$ cat src/rtl/sevseg_frame_decoder.sv
// rtl/sevseg_frame_decoder.sv - serial active-low 7-segment frame to packed BCD and binary
// Frames arrive MS digit first; a result is registered one cycle after the beat carrying seg_last.
module sevseg_frame_decoder #(
  parameter int DIGITS = 2,
  parameter int BW     = 7
) (
  input  logic                  clk,
  input  logic                  rst,
  input  logic [6:0]            seg_in,
  input  logic                  seg_valid,
  input  logic                  seg_last,
  output logic [BW-1:0]         bin_out,
  output logic [4*DIGITS-1:0]   bcd_out,
  output logic                  out_valid,
  output logic                  err
);

  localparam int BCDW = 4 * DIGITS;

  typedef enum logic {IDLE, ACC} state_t;

  state_t          state, state_nxt;
  logic [BW-1:0]   acc_bin, acc_bin_nxt;
  logic [BCDW-1:0] acc_bcd, acc_bcd_nxt;
  logic [2:0]      cnt, cnt_nxt;
  logic            ferr, ferr_nxt;
  logic [3:0]      dig;
  logic            illegal;
  logic            room;

  // Blank display reads as zero; anything unrecognised also contributes zero but flags the frame.
  always_comb begin
    dig     = 4'd0;
    illegal = 1'b0;
    case (seg_in)
      7'b1000000, 7'b1111111: dig = 4'd0;
      7'b1111001:             dig = 4'd1;
      7'b0100100:             dig = 4'd2;
      7'b0110000:             dig = 4'd3;
      7'b0011001:             dig = 4'd4;
      7'b0010010:             dig = 4'd5;
      7'b0000010:             dig = 4'd6;
      7'b1111000:             dig = 4'd7;
      7'b0000000:             dig = 4'd8;
      7'b0010000:             dig = 4'd9;
      default:                illegal = 1'b1;
    endcase
  end

  always_comb begin
    state_nxt   = state;
    acc_bin_nxt = acc_bin;
    acc_bcd_nxt = acc_bcd;
    cnt_nxt     = cnt;
    ferr_nxt    = ferr;
    room        = (cnt < 3'(DIGITS));
    if (seg_valid) begin
      if (room) begin
        acc_bin_nxt = acc_bin * BW'(10) + BW'(dig);
        acc_bcd_nxt = (acc_bcd << 4) | BCDW'(dig);
        cnt_nxt     = cnt + 3'd1;
      end else begin
        ferr_nxt = 1'b1;
      end
      if (illegal) ferr_nxt = 1'b1;
      state_nxt = seg_last ? IDLE : ACC;
    end
  end

  always_ff @(posedge clk or posedge rst) begin
    if (rst) state <= IDLE;
    else     state <= state_nxt;
  end

  // The completion beat folds into the outputs and restarts the accumulators in the same edge.
  always_ff @(posedge clk or posedge rst) begin
    if (rst) begin
      acc_bin <= '0;
      acc_bcd <= '0;
      cnt     <= '0;
      ferr    <= 1'b0;
    end else if (seg_valid && seg_last) begin
      acc_bin <= '0;
      acc_bcd <= '0;
      cnt     <= '0;
      ferr    <= 1'b0;
    end else if (seg_valid) begin
      acc_bin <= acc_bin_nxt;
      acc_bcd <= acc_bcd_nxt;
      cnt     <= cnt_nxt;
      ferr    <= ferr_nxt;
    end
  end

  always_ff @(posedge clk or posedge rst) begin
    if (rst) begin
      bin_out   <= '0;
      bcd_out   <= '0;
      err       <= 1'b0;
      out_valid <= 1'b0;
    end else begin
      out_valid <= seg_valid && seg_last;
      if (seg_valid && seg_last) begin
        bin_out <= acc_bin_nxt;
        bcd_out <= acc_bcd_nxt;
        err     <= ferr_nxt;
      end
    end
  end

endmodule

$ cat config.mk
export PLATFORM = sky130hd
export DESIGN_NAME = sevseg_frame_decoder
export DESIGN_NICKNAME = d
export VERILOG_FILES = /design/src/rtl/sevseg_frame_decoder.sv
export SDC_FILE = /design/constraint.sdc
export NUM_CORES = 1
export LEC_CHECK = 0
export ABC_CLOCK_PERIOD_IN_PS = 2100
export BUFFER_PORTS_ARGS = -buffer_cell sky130_fd_sc_hd__buf_2
export CAP_MARGIN = 20
export CELL_PAD_IN_SITES_DETAIL_PLACEMENT = 0
export CELL_PAD_IN_SITES_GLOBAL_PLACEMENT = 1
export CORE_AREA = 2 2 75 77
export CTS_CLUSTER_DIAMETER = 100
export DETAILED_ROUTE_END_ITERATION = 10
export DIE_AREA = 0 0 77 79
export PLACE_DENSITY = 0.77
export SYNTH_ARGS = -nofsm -noshare
export SYNTH_HDL_FRONTEND = slang
export SYNTH_SLANG_ARGS = --single-unit
$ cat constraint.sdc
create_clock -name clk -period 2.1 [get_ports clk]
set_clock_uncertainty 0.1 [all_clocks]
set_input_delay 0.21 -clock clk [delete_from_list [all_inputs] [get_ports clk]]
set_output_delay 0.21 -clock clk [all_outputs]
set_load 0.02 [all_outputs]
==> out/metrics.csv, run 1 <==
metric,value,unit
status,"finished, violations left",
failed_checks,setup timing,
row_count,27,
crit_buf_inv,1,
cp_slowest_cell,fa_1,
cp_max_fo,2,
first_pass_iters,4,
cts_root_buffer,clkbuf_8,
whs_path_depth,2,
dp_cells,324,
wl_per_cell,13.4,um
synth_top_area_cell,dfrtp_1,
drv_slew,0,
grt_use_met2,26.1,%
drv_cap,0,
antenna_left,0,
required,2.18,ns
fin_ws,-0.226,ns
antennaDiodeCount,0,
hp-class,input pin to register,
grt_pass1_wl,7560,um
drcViolationCount,0,
cp.arrival,2.41,ns
io_pins,28,
synth_seq_cells,36,
finalHoldViolCount,0,
avgViaCountPerCell,4.95,
area_growth,29.7,%
die_h,79,um
clkSlewWorstSetupHoldPaths,0.08,ns
ys_warn_count,0,
via_count,1652,
die-area,6080,um^2
syn-num-nets,227,
ys_async_sr_fraction,100,%
grt_max_degree,37,
critPathKind,register to register,
end_kind,register,
start_util,37.0,%
grt_usage,15.7,%
postSynthAreaPerCell,9.58,um^2
finalCritPeriodShare,111,%
cts.sinks,36,
fin_nets,282,
portBuffers,27,
cts-buffers-inserted,5,
grt_pass1_vias,1582,
fin_util,47.9,%
clkLatencyLatePin,0.29,ns
ctsLongestPathBuffers,2,
max_clock_freq,430,MHz
ys_types,44,
dp_hpwl,3190,um
dr.first_iter.drc_count,56,
yosysMostFrequentCell,dfrtp_1,
synth_seq_area_share,45.7,%
synth_edf_count,0,
power_density,781,nW/um^2
r2r_start,acc_bin[1]$_DFFE_PP0P_,
fin_crit,2.33,ns
reg2reg_to,acc_bin[6]$_DFFE_PP0P_,
worstPathCellList,ha_1 -> ha_2 -> inv_2 -> fa_1 -> and3b_1 -> a32oi_2 -> xnor2_2 -> a22o_1,
p_leak,1.27,nW
rr_worst_depth,8,
grtUsageMet1,20.1,%
slew_headroom,69.7,%
ir_worst_vdd,0.279,mV
synthTopCellsByArea,"dfrtp_1 (46%), ha_1 (5.1%), nand2_1 (4.9%)",
gp_congestion,0.851,
antenna_found_initial,0,
layout-drive-gt1-share,34.4,%
postLayoutCellArea,2560,um^2
rsz0062_at_grt,true,
whs_endpoint,acc_bcd[7]$_DFFE_PP0P_,
grt_overflow,0,
synth-main-ff-cell,dfrtp_1,
critical-path-top-delay-family,adder cells,
syn_area,1970,um^2
timing.setup.tns,-0.579,ns
wl,4480,um
synth_top_area_share,45.7,%
cts_tree,built,
layoutNonFillerInstCount,334,
synth_commonest_cells,"dfrtp_1 (36), nand2_1 (26), nor2_1 (20), o21ai_1 (11), a21oi_1 (10)",
setup_violations,4,
htreeDepth,2,
max_stage_delay,0.51,ns
dp_slack,-0.360,ns
min_from,seg_valid,
die_w,77,um
r2r_slack,-0.23,ns
dpl_cell_area,2370,um^2
tightest_slew,0.454,ns
use_met3,3.30,%
core-area,5340,um^2
synthCells,206,
top_usage_layer,met2,
cp-start-kind,register,
[final cells by class]
type,count,area [um^2]
Clock inverter,3,42.5
Timing Repair Buffer,62,413
Tap cell,72,90.1
Clock buffer,5,68.8
Multi-Input combinational cell,145,1000
Fill cell,539,2780
Inverter,11,41.3
Sequential cell,36,901
[routing by layer]
| metal | vias to the layer above | share of wire [%] |
|---|---|---|
| li1 | 823 | - |
| met1 | 784 | 47 |
| met2 | 36 | 47 |
| met3 | 9 | 4.0 |
| met4 | 0 | 2.2 |
| met5 | - | 0 |
[through the flow]
stage / total power, mW / hold slack, ns
after global placement: 1.38 / 0.239
final: 2.00 / 0.0789
after CTS: 2.00 / 0.0752
after detailed placement: 1.39 / 0.247
after global routing: 2.12 / 0.0908
after floorplan: 1.19 / 0.219
[report_power, final]
part	leakage, nW	internal [mW]	total, mW	switching, mW
combinational	0.736	0.224	0.565	0.341
clock	0.0541	0.351	0.615	0.263
sequential	0.478	0.771	0.818	0.0470
total	1.27	1.35	2.00	0.651
[kinds of logic after synthesis]
kind of cell             share of synthesized area [%]
buffers and inverters                             6.09
XOR/XNOR                                          4.44
multiplexers                                      1.27
AO/OA/AOI/OAI                                     19.1
AND/OR/NAND/NOR                                   16.4
flip-flops                                        45.7
adder cells (fa/ha/maj)                           7.10
[worst register-to-register path, cell delays in order (launching register included)]
cell     delay [ns]
dfrtp_1        0.39
ha_1           0.29
ha_2           0.16
inv_2          0.03
fa_1           0.51
and3b_1        0.21
a32oi_2        0.21
xnor2_2        0.11
a22o_1         0.20
[state kept, by name, summed over array words and instances, names as in the netlist]
signal and cells:
ferr 1, out_valid 1, err 1, cnt 3, bin_out 7, bcd_out 8
acc_bcd 8, acc_bin 7
[how the worst max path moves through the flow]
stage | depth (start not counted) | endpoint | from
5_1_grt | 9 | bin_out[6]$_DFFE_PP0P_ | acc_bin[1]$_DFFE_PP0P_
2_1_floorplan | 13 | bin_out[5]$_DFFE_PP0P_ | seg_in[2]
6_report | 8 | acc_bin[6]$_DFFE_PP0P_ | acc_bin[1]$_DFFE_PP0P_
3_3_place_gp | 13 | bin_out[5]$_DFFE_PP0P_ | seg_in[4]
3_5_place_dp | 13 | bin_out[5]$_DFFE_PP0P_ | seg_in[4]
4_1_cts | 9 | bin_out[6]$_DFFE_PP0P_ | acc_bin[1]$_DFFE_PP0P_
[layout by cell type (no fill, tap or decap), types with 3 or more instances in the layout]
master,count
nand2_1,26
a21oi_1,10
buf_2,25
and3_1,3
a21o_1,3
dfrtp_1,36
clkbuf_8,5
xnor2_1,7
a31oi_1,5
nand3_1,5
o21ai_1,11
buf_4,34
nor3_1,4
inv_1,7
inv_2,4
nor2_1,20
a22o_1,9
ha_1,6
o21ai_0,3
[what timing repair did]
action / 4_1_cts / 5_1_grt
resized for setup: 2 / 8
hold buffers: 1 / 0
endpoints found under the hold margin: 36 / 0
buffers inserted: 0 / 2
endpoints found under the setup margin: 4 / 6
pin swaps: 5 / 6
No activity file was read; power rests on OpenSTA's default activity.
==> run 2, diff against run 1 <==
--- a/config.mk
+++ b/config.mk
@@ -10,11 +10,11 @@
 export CAP_MARGIN = 20
 export CELL_PAD_IN_SITES_DETAIL_PLACEMENT = 0
 export CELL_PAD_IN_SITES_GLOBAL_PLACEMENT = 1
-export CORE_AREA = 2 2 75 77
+export CORE_AREA = 2 2 80 82
 export CTS_CLUSTER_DIAMETER = 100
 export DETAILED_ROUTE_END_ITERATION = 10
-export DIE_AREA = 0 0 77 79
-export PLACE_DENSITY = 0.77
+export DIE_AREA = 0 0 82 84
+export PLACE_DENSITY = 0.7
 export SYNTH_ARGS = -nofsm -noshare
 export SYNTH_HDL_FRONTEND = slang
 export SYNTH_SLANG_ARGS = --single-unit
==> out/metrics.csv, run 2 (synthesis gave the netlist of run 1 again) <==
metric,value,unit
status,"finished, violations left",
failed_checks,setup timing,
fin_ws,-0.186,ns
layout-drive-gt1-share,31.8,%
cts_root_buffer,clkbuf_8,
htreeDepth,2,
end_kind,register,
whs_path_depth,2,
required,2.17,ns
area_growth,24.9,%
layoutNonFillerInstCount,332,
cts_tree,built,
postLayoutCellArea,2460,um^2
die_w,82,um
setup_violations,4,
grt_usage,15.0,%
antenna_left,0,
io_pins,28,
grt_pass1_wl,7980,um
ctsLongestPathBuffers,2,
wl_per_cell,14.0,um
core-area,6100,um^2
start_util,32.4,%
rsz0062_at_grt,true,
p_seq_share,45.0,%
cts-buffers-inserted,5,
max_clock_freq,437,MHz
slew_headroom,33.0,%
power_density,741,nW/um^2
p_leak,1.21,nW
die-area,6890,um^2
gp_congestion,0.755,
portBuffers,27,
tightest_slew,0.999,ns
worst_hold_slack,0.105,ns
fin_nets,276,
ir_worst_vdd,0.368,mV
clkSlewWorstSetupHoldPaths,0.07,ns
die_h,84,um
cp.arrival,2.35,ns
dpl_cell_area,2330,um^2
drv_cap,0,
final_cell_mix,"dfrtp_1 (36), buf_4 (29), nand2_1 (26), buf_2 (26), nor2_1 (20)",
p_sw,624,uW
reg_top3,"acc_bcd: 8 flops, bcd_out: 8 flops",
layout_commonest_cell,dfrtp_1,
critPathKind,register to register,
switching_share,34.2,%
rr_worst_depth,8,
fin_util,40.4,%
hp-class,input pin to register,
via_count,1630,
grt_overflow,0,
grt_max_degree,37,
r2r_slack,-0.19,ns
fin_crit,2.29,ns
avgViaCountPerCell,4.91,
comb_power_share,29.5,%
cp-start-kind,register,
power,1.83,mW
cp_max_fo,2,
timing.setup.tns,-0.477,ns
wl,4640,um
antenna_found_initial,0,
cts.sinks,36,
drv_slew,0,
antennaDiodeCount,0,
dp_slack,-0.322,ns
first_pass_iters,4,
clkLatencyLatePin,0.28,ns
dp_hpwl,3410,um
grt_pass1_vias,1583,
finalHoldViolCount,0,
intPower,1.20,mW
dr.first_iter.drc_count,60,
power.clock.fraction,25.5,%
finalCritPeriodShare,109,%
drcViolationCount,0,
dp_cells,322,
row_count,29,
run 2: cell types whose count changed in the layout (fill, tap and decap cells not counted):
cell        change
buf_2           +1
o31ai_2         -1
bufinv_16       -1
o32ai_2         -1
o31ai_1         +1
buf_4           -5
a21oi_2         +2
clkbuf_1        +1
clkinvlp_4      -1
buf_6           -2
o32ai_1         +1
xnor2_1         +1
xnor2_2         -1
a21oi_1         -2
run 2: power groups by stage:
stage / clock [mW] / sequential [mW] / combinational (mW)
6_report: 0.466 / 0.821 / 0.538
5_1_grt: 0.523 / 0.832 / 0.604
4_1_cts: 0.485 / 0.823 / 0.537
3_5_place_dp: 0 / 0.837 / 0.532
3_3_place_gp: 0 / 0.831 / 0.528
2_1_floorplan: 0 / 0.881 / 0.309
run 2: final cells by class:
type                       instances  area, um^2
tap                               77        96.3
timing repair buffer              56         358
clock inverter                     1        5.00
fill                             628        3630
clock buffer                       6        72.6
sequential                        36         901
inverter                          11        41.3
multi-input combinational        145         990
run 2: repair_timing:
| action | CTS | global route |
|---|---|---|
| hold buffers | 1 | 0 |
| pin swaps | 6 | 3 |
| endpoints found under the setup margin | 4 | 6 |
| hold endpoints to repair | 36 | 0 |
| setup buffers | 1 | 1 |
| gates resized for setup | 0 | 6 |
run 2: path summary, 6_finish.rpt:
path / from / to
worst max-delay path: acc_bin[3]$_DFFE_PP0P_ / acc_bin[6]$_DFFE_PP0P_
worst min-delay path: seg_valid / acc_bcd[7]$_DFFE_PP0P_
worst max register to register: acc_bin[3]$_DFFE_PP0P_ / acc_bin[6]$_DFFE_PP0P_
worst min register to register: bcd_out[7]$_DFFE_PP0P_ / bcd_out[7]$_DFFE_PP0P_
max in group asynchronous: rst / bin_out[1]$_DFFE_PP0P_
min in group asynchronous: rst / out_valid$_DFF_PP0_
run 2: worst max-delay path: stages (launching register included):
cell     delay (ns)
dfrtp_1        0.39
ha_1           0.29
ha_2           0.17
inv_2          0.03
fa_1           0.50
and3b_1        0.19
a32oi_2        0.20
xnor2_2        0.12
a22o_1         0.19
run 2: layer usage:
metal  GRT usage (%)  wire length [um]  vias up
li1                -                 -      812
met1            21.9              2190      767
met2            22.3              2150       44
met3            2.92               240        7
met4            4.09                61        0
met5               0                 0        -
